[src/rtl/mastermind_pkg.sv]
// Shared sizing and digit helpers for the code-breaking scoring core.
// Digit 1 is the most significant nibble of a packed code word.
package mastermind_pkg;

    localparam int DIGITS  = 4;
    localparam int DIGIT_W = 4;
    localparam int CODE_W  = DIGITS * DIGIT_W;
    localparam int CNT_W   = 4;

    function automatic logic [DIGIT_W-1:0] get_digit(input logic [CODE_W-1:0] word,
                                                     input int                idx);
        return word[CODE_W-1-idx*DIGIT_W -: DIGIT_W];
    endfunction

endpackage

[src/rtl/mastermind_scorer.sv]
// Combinational scorer: exact hits first, then greedy partial matching
// where every secret digit can be claimed by at most one guess digit.
module mastermind_scorer
    import mastermind_pkg::*;
(
    input  logic [CODE_W-1:0] secret,
    input  logic [CODE_W-1:0] guess,
    output logic [CNT_W-1:0]  correct,
    output logic [CNT_W-1:0]  wrong
);

    logic [DIGITS-1:0] w_exact;

    always_comb begin
        w_exact = '0;
        for (int i = 0; i < DIGITS; i++)
            w_exact[i] = (get_digit(secret, i) == get_digit(guess, i));
    end

    always_comb begin
        logic [DIGITS-1:0] sec_used;
        logic              found;
        correct  = '0;
        wrong    = '0;
        sec_used = w_exact;
        found    = 1'b0;
        for (int i = 0; i < DIGITS; i++)
            if (w_exact[i]) correct = correct + 1'b1;
        // Exact positions are already consumed on both sides.
        for (int g = 0; g < DIGITS; g++) begin
            found = 1'b0;
            if (!w_exact[g]) begin
                for (int s = 0; s < DIGITS; s++) begin
                    if (!found && !sec_used[s] &&
                        get_digit(secret, s) == get_digit(guess, g)) begin
                        sec_used[s] = 1'b1;
                        found       = 1'b1;
                    end
                end
            end
            if (found) wrong = wrong + 1'b1;
        end
    end

endmodule

[src/rtl/mastermind_top.sv]
// Game top: registers the switch secret, scores the live guess against it
// and registers both hit counts. Only the default sizing is supported.
module mastermind_top
    import mastermind_pkg::*;
#(
    parameter int P_DIGITS  = DIGITS,
    parameter int P_DIGIT_W = DIGIT_W
) (
    input  logic                            clk,
    input  logic                            reset,
    input  logic [P_DIGIT_W-1:0]            switches1,
    input  logic [P_DIGIT_W-1:0]            switches2,
    input  logic [P_DIGIT_W-1:0]            switches3,
    input  logic [P_DIGIT_W-1:0]            switches4,
    input  logic [P_DIGITS*P_DIGIT_W-1:0]   guess,
    output logic [P_DIGITS*P_DIGIT_W-1:0]   secret_number,
    output logic [CNT_W-1:0]                wrong_place_count,
    output logic [CNT_W-1:0]                correct_place_count
);

    logic [CODE_W-1:0] r_secret;
    logic [CNT_W-1:0]  r_correct;
    logic [CNT_W-1:0]  r_wrong;
    logic [CNT_W-1:0]  w_correct;
    logic [CNT_W-1:0]  w_wrong;

    mastermind_scorer u_scorer (
        .secret  (r_secret),
        .guess   (guess),
        .correct (w_correct),
        .wrong   (w_wrong)
    );

    always_ff @(posedge clk) begin
        if (reset) begin
            r_secret  <= '0;
            r_correct <= '0;
            r_wrong   <= '0;
        end else begin
            r_secret  <= {switches1, switches2, switches3, switches4};
            r_correct <= w_correct;
            r_wrong   <= w_wrong;
        end
    end

    assign secret_number       = r_secret;
    assign correct_place_count = r_correct;
    assign wrong_place_count   = r_wrong;

endmodule

[config.mk]
export PLATFORM = sky130hd
export DESIGN_NAME = mastermind_top
export DESIGN_NICKNAME = d
export VERILOG_FILES = /design/src/rtl/mastermind_pkg.sv /design/src/rtl/mastermind_scorer.sv /design/src/rtl/mastermind_top.sv
export SDC_FILE = /design/constraint.sdc
export NUM_CORES = 1
export LEC_CHECK = 0
export CAP_MARGIN = 30
export CELL_PAD_IN_SITES_DETAIL_PLACEMENT = 1
export CELL_PAD_IN_SITES_GLOBAL_PLACEMENT = 1
export CORE_ASPECT_RATIO = 0.8
export CORE_MARGIN = 1
export CORE_UTILIZATION = 34
export DETAILED_ROUTE_END_ITERATION = 10
export HOLD_SLACK_MARGIN = 0.12
export PLACE_DENSITY = 0.83
export SLEW_MARGIN = 20
export SYNTH_ARGS = -nofsm -noshare
export SYNTH_HDL_FRONTEND = slang
export SYNTH_SLANG_ARGS = --single-unit
[constraint.sdc]
create_clock -name clk -period 3.73 [get_ports clk]
set_clock_uncertainty 0.1 [all_clocks]
set_input_delay 0.373 -clock clk [delete_from_list [all_inputs] [get_ports clk]]
set_output_delay 0.373 -clock clk [all_outputs]
set_load 0.01 [all_outputs]
==> results of run 1 <==
[state kept, by name, summed over array words and instances, names as in the netlist]
| name | flops |
|---|---|
| wrong_place_count | 4 |
| correct_place_count | 4 |
| secret_number | 16 |
[layer usage]
layer | up-vias | share of wire | GRT usage
met5 | - | 0 | 0
met3 | 4 | 0.037 | 0.0273
met4 | 0 | 0.0071 | 0.0431
li1 | 752 | - | -
met2 | 37 | 0.49 | 0.359
met1 | 763 | 0.47 | 0.234
[cells by family after synthesis]
group           Yosys count  synth area share
buf+inv                  14            0.0322
fa+ha+maj                 6            0.0420
xor+xnor                 68             0.337
simple gates             53             0.197
compound gates           20             0.102
other cells               1           0.00210
mux                       3            0.0182
flops                    24             0.269
[final timing paths]
kind | from | to | depth (start not counted)
max | guess[12] | wrong_place_count[2] | 15
min | switches1[0] | secret_number[12] | 2
max reg2reg | secret_number[9] | wrong_place_count[2] | 14
min reg2reg | secret_number[0] | wrong_place_count[2] | 7
[placed cells by master (no fill, tap or decap), types with 2 or more instances in the layout]
| cell type | synthesis | layout |
|---|---|---|
| a211oi_1 | 2 | 2 |
| a211oi_2 | 3 | 3 |
| a21oi_1 | 2 | 2 |
| buf_4 | 0 | 3 |
| clkbuf_8 | 0 | 3 |
| clkdlybuf4s50_1 | 0 | 57 |
| conb_1 | 1 | 2 |
| dfxtp_1 | 24 | 24 |
| ha_1 | 6 | 6 |
| inv_1 | 7 | 7 |
| nand2_1 | 4 | 4 |
| nand4_1 | 9 | 9 |
| nand4_2 | 2 | 2 |
| nor2_1 | 10 | 10 |
| nor2b_1 | 17 | 17 |
| nor4_1 | 2 | 2 |
| nor4_2 | 2 | 2 |
| nor4_4 | 2 | 2 |
| xnor2_1 | 46 | 46 |
| xor2_1 | 21 | 21 |
[Yosys cell counts, types with 2 or more instances]
master and number:
xnor2_1 46, nand4_1 9, nand4_2 2, nor4_2 2, buf_2 4, nor4_4 2, a21oi_1 2, nand2_1 4
xor2_1 21, a211oi_1 2, clkbuf_1 3, nor4_1 2, dfxtp_1 24, nor2_1 10, inv_1 7, a211oi_2 3
ha_1 6, nor2b_1 17
[power groups by stage]
stage	logic (mW)	clock network, mW	registers [mW]
2_1_floorplan	0.142	0	0.303
3_3_place_gp	0.244	0	0.304
3_5_place_dp	0.254	0	0.304
4_1_cts	0.256	0.231	0.299
5_1_grt	0.275	0.239	0.301
6_report	0.253	0.227	0.299
[final cells by class]
cell class                 count  area (µm²)  share of cell area
timing repair buffer          60         593               0.237
clock inverter                 1        30.0              0.0120
clock buffer                   3        41.3              0.0165
multi-input combinational    152        1250               0.501
inverter                       7        26.3              0.0105
tap                           62        77.6              0.0310
sequential                    24         480               0.192
==> flow_metrics.py, run 1 <==
metrics = {
    "timing": {
        "slew_headroom": 0.466,
        "setup_violations": 0,
        "tns_ps": 0,
        "hold_slack_ps": 550,
        "worst_slew_pin_slew_ps": 799,
        "drv_slew": 0,
        "worst_slack_ps": 459,
        "period_minus_slack_ps": 3270,
        "grt_setup_unrepaired": "false",
        "finalCritPeriodShare": 0.877,
        "fmax_mhz": 306,
        "hold_viol_final": 0,
    },
    "detailed_routing": {
        "dr_total_vias": 1556,
        "detail_route.wirelength_um": 5180,
        "initialDrtViolationCount": 39,
        "antenna_left": 0,
        "drcViolationCount": 0,
        "wl_per_cell_um": 16.8,
        "dr.pass1.iters": 4,
        "vias_per_cell": 5.04,
    },
    "power_and_ir_drop": {
        "p_leak_nw": 0.913,
        "p_per_area_mw_per_mm2": 311,
        "pwr-share-seq": 0.383,
        "vdd_ir_drop_max_mv": 0.193,
        "sw_frac_of_total": 0.290,
        "p_total_mw": 0.779,
        "p_clk_frac": 0.292,
        "p_switching_mw": 0.226,
        "p_int_mw": 0.553,
        "pwr-share-comb": 0.325,
    },
    "worst_setup_path": {
        "crit_family": "compound AO/OA/AOI/OAI gates",
        "slowest_delay_ps": 600,
        "cp_max_fo": 4,
        "reg2reg_slack_ps": 600,
        "required_ps": 3820,
        "path_cells": "clkdlybuf4s50_1 -> xor2_1 -> nor4_4 -> a211oi_2 -> o31ai_1 -> a22oi_1 -> inv_1 -> ha_1 -> inv_1 -> mux2_2 -> inv_1 -> ha_1 -> inv_1 -> a311o_1 -> a21oi_1",
        "endpoint_kind": "register",
        "crit_type": "input port to register",
        "cp-start-kind": "input port",
        "cp_common_cell": "inv_1",
        "arrival_ps": 3360,
        "cp_slowest_cell": "clkdlybuf4s50_1",
        "crit_buf_inv": 5,
    },
    "logic_synthesis": {
        "ys_warn_count": 0,
        "synth-edff-count": 0,
        "syn_area_mm2": 0.00179,
        "synth_cell_types": 41,
        "postSynthAreaPerCell_um2": 9.46,
        "synth_seq_area_share": 0.269,
        "synth.top_cell.area_share": 0.269,
        "yosys_register_bits": 24,
        "ys.flop_type": "dfxtp_1",
        "post-synth-top-area-cell": "dfxtp_1",
        "syn_inst": 189,
        "synth_top_cells_by_area": "dfxtp_1 27%, xnor2_1 23%, xor2_1 10%, nor2b_1 5.9%, ha_1 4.2%",
        "async_flop_share": 0,
    },
    "cts": {
        "cts_tree": "yes",
        "postCtsHoldBufs": 0,
        "insertion_delay_ps": 270,
        "post_cts_resized": 0,
        "ctsLongestPathBuffers": 2,
        "cts_sinks": 24,
        "htreeDepth": 1,
        "root_buffer": "clkbuf_8",
        "postCtsSetupBuffers": 0,
        "numCtsBuffers": 3,
        "clk_pin_slew_ps": 90,
    },
    "final_layout": {
        "nets": 288,
        "drive_gt1_frac": 0.0850,
        "fin_cells": 309,
        "post-route-util": 0.497,
        "syn_to_final_growth_pct": 40.0,
        "finish.instance_area_mm2": 0.00250,
        "antenna_cells": 0,
        "fillCellCount": 558,
    },
    "placement": {
        "dpl_cell_area_mm2": 0.00243,
        "dp_cells": 305,
        "gp_congestion": 0.851,
        "port-buffer-count": 57,
        "dp_hpwl_um": 4230,
        "pre_cts_ws_ps": 191,
    },
    "global_route": {
        "grt_pass1_wl_um": 8170,
        "grt_pass1_vias": 1671,
        "grt_max_degree": 24,
        "grt_overflow": 0,
        "groute.usage.overall": 0.192,
        "grt_antenna_before_repair": 0,
    },
    "floorplanning": {
        "start_util": 0.355,
        "row_count": 23,
        "coreArea_mm2": 0.00504,
        "die_h_um": 66.9,
        "ios": 58,
        "die_area_mm2": 0.00555,
        "die_w_um": 83.1,
    },
    "min_path": {
        "holdCritPathClass": "input port to register",
    },
    "outcome": {
        "outcome": "finished clean",
    },
    "job": {
        "cap_violations": 0,
    },
}
Power figures use the tool's default switching activity.
==> run 2: changes to the inputs <==
CAP_MARGIN = 20   (was 30)
CTS_CLUSTER_DIAMETER = 120   (was not set)
==> results of run 2 <==
No change in the layout: final DEF, timing and power equal those of run 1.
==> run 3: changes to the inputs <==
clock period = 3.25 ns   (was 3.73 ns; I/O delays follow)
==> run 3 against run 2 <==
Against the previous run:
- utilization grew 5.1 points
- combinational power grew 36%
- sequential share of layout area fell by 1.8 points
- highest routed layer unchanged
- non-clock buffer count grew 33
- die area unchanged
- worst setup slack got worse by 290 ps
- wire length up 12%
- global-route usage grew 3.1 points
- register-to-register slack worse by 370 ps
==> flow_metrics.py, run 3 (synthesis results as in run 1) <==
metrics = {
    "global_route": {
        "grt_use_met2": 0.404,
        "grt_pass1_wl_um": 9500,
        "top_usage_layer": "met2",
        "grt_max_degree": 24,
        "grt_use_met1": 0.286,
        "grt_pass1_vias": 1894,
        "grt_antenna_before_repair": 0,
        "use_met3": 0.0211,
        "grt_overflow": 0,
        "groute.usage.overall": 0.222,
    },
    "detailed_routing": {
        "dr.pass1.iters": 4,
        "detail_route.wirelength_um": 5810,
        "drcViolationCount": 0,
        "initialDrtViolationCount": 63,
        "vias_per_cell": 5.01,
        "dr_total_vias": 1715,
        "wl_per_cell_um": 17.0,
        "antenna_left": 0,
    },
    "timing": {
        "grt_setup_unrepaired": "false",
        "hold_viol_final": 0,
        "worst_slew_pin_slew_ps": 802,
        "drv_slew": 0,
        "tns_ps": 0,
        "finalCritPeriodShare": 0.949,
        "setup_violations": 0,
        "period_minus_slack_ps": 3080,
        "slew_headroom": 0.464,
        "fmax_mhz": 324,
        "hold_slack_ps": 504,
    },
    "placement": {
        "dp_hpwl_um": 4880,
        "gp_congestion": 0.945,
        "port-buffer-count": 57,
        "dp_cells": 338,
    },
    "final_layout": {
        "drive_gt1_frac": 0.196,
        "layout_common_cells": "56 x clkdlybuf4s50_1, 46 x xnor2_1, 36 x buf_4",
        "syn_to_final_growth_pct": 54.2,
        "antenna_cells": 0,
        "fin_cells": 342,
        "post-route-util": 0.548,
        "layout_commonest_cell": "clkdlybuf4s50_1",
        "largest_reg_flops": 16,
        "nets": 321,
    },
    "floorplanning": {
        "start_util": 0.355,
        "die_area_mm2": 0.00555,
        "die_w_um": 83.1,
        "coreArea_mm2": 0.00504,
        "ios": 58,
        "die_h_um": 66.9,
        "row_count": 23,
    },
    "worst_setup_path": {
        "r2r_cells": 14,
        "cp_common_cell": "ha_1",
        "cp_slowest_cell": "clkdlybuf4s50_1",
        "endpoint_kind": "register",
        "crit_type": "input port to register",
        "slowest_delay_ps": 510,
        "required_ps": 3340,
        "cp-start-kind": "input port",
        "arrival_ps": 3170,
        "path_cells": "clkdlybuf4s50_1 -> buf_4 -> xnor2_1 -> nand4_1 -> a211oi_2 -> o31ai_1 -> a22oi_1 -> ha_1 -> xor2_2 -> ha_1 -> inv_1 -> a311o_1 -> a21oi_1",
        "cp_max_fo": 3,
    },
    "cts": {
        "postCtsHoldBufs": 0,
        "numCtsBuffers": 3,
        "cts_sinks": 24,
        "insertion_delay_ps": 270,
        "cts_tree": "yes",
        "ctsLongestPathBuffers": 2,
        "clk_pin_slew_ps": 90,
        "htreeDepth": 1,
        "root_buffer": "clkbuf_8",
        "post_cts_resized": 0,
        "postCtsSetupBuffers": 0,
    },
    "outcome": {
        "outcome": "finished clean",
    },
    "power_and_ir_drop": {
        "p_leak_nw": 1.09,
        "p_per_area_mw_per_mm2": 343,
        "vdd_ir_drop_max_mv": 0.258,
        "p_total_mw": 0.946,
    },
    "min_path": {
        "worstHoldPathCells": 2,
        "holdCritPathClass": "input port to register",
    },
    "job": {
        "cap_violations": 0,
    },
}
-- run 3: cell types whose count changed in the layout (fill, tap and decap cells not counted), sizes merged --
cell and delta:
clkdlybuf4s50 -1, dlymetal6s2s +1, buf +33
-- run 3: stage by stage --
step	setup WS (ps)	area (µm²)
global placement	32.6	2680
CTS	149	2750
floorplan	390	1790
finish	167	2760
detailed placement	-122	2680
global route	11.6	2760
-- run 3: routing by layer --
metal	vias to the layer above	routed length [µm]
met1	827	2610
li1	820	-
met3	11	275
met5	-	0
met2	57	2840
met4	0	89
-- run 3: layout make-up --
| cell class | count | area, µm² |
|---|---|---|
| Multi-Input combinational cell | 152 | 1260 |
| Timing Repair Buffer | 93 | 843 |
| Clock buffer | 3 | 41.3 |
| Tap cell | 62 | 77.6 |
| Sequential cell | 24 | 480 |
| Fill cell | 580 | 2280 |
| Clock inverter | 1 | 30.0 |
| Inverter | 7 | 26.3 |
-- run 3: worst max-delay path, delay by kind of cell --
family | cells | cell delay [ps]
fa+ha+maj | 2 | 490
simple gates | 1 | 190
xor+xnor | 2 | 320
compound gates | 5 | 1110
buf+inv | 3 | 710
-- run 3: power by group --
part | internal [mW] | switching, mW
registers | 0.313 | 0.0279
clock network | 0.165 | 0.0956
logic | 0.194 | 0.151
total | 0.672 | 0.274
-- run 3: worst paths after layout --
| check | slack, ps | to | from |
|---|---|---|---|
| worst max-delay path | 170 | wrong_place_count[2] | guess[12] |
| worst min-delay path | 500 | secret_number[1] | switches4[1] |
| worst min register to register | 1030 | correct_place_count[2] | secret_number[5] |
| worst max register to register | 230 | wrong_place_count[2] | secret_number[9] |
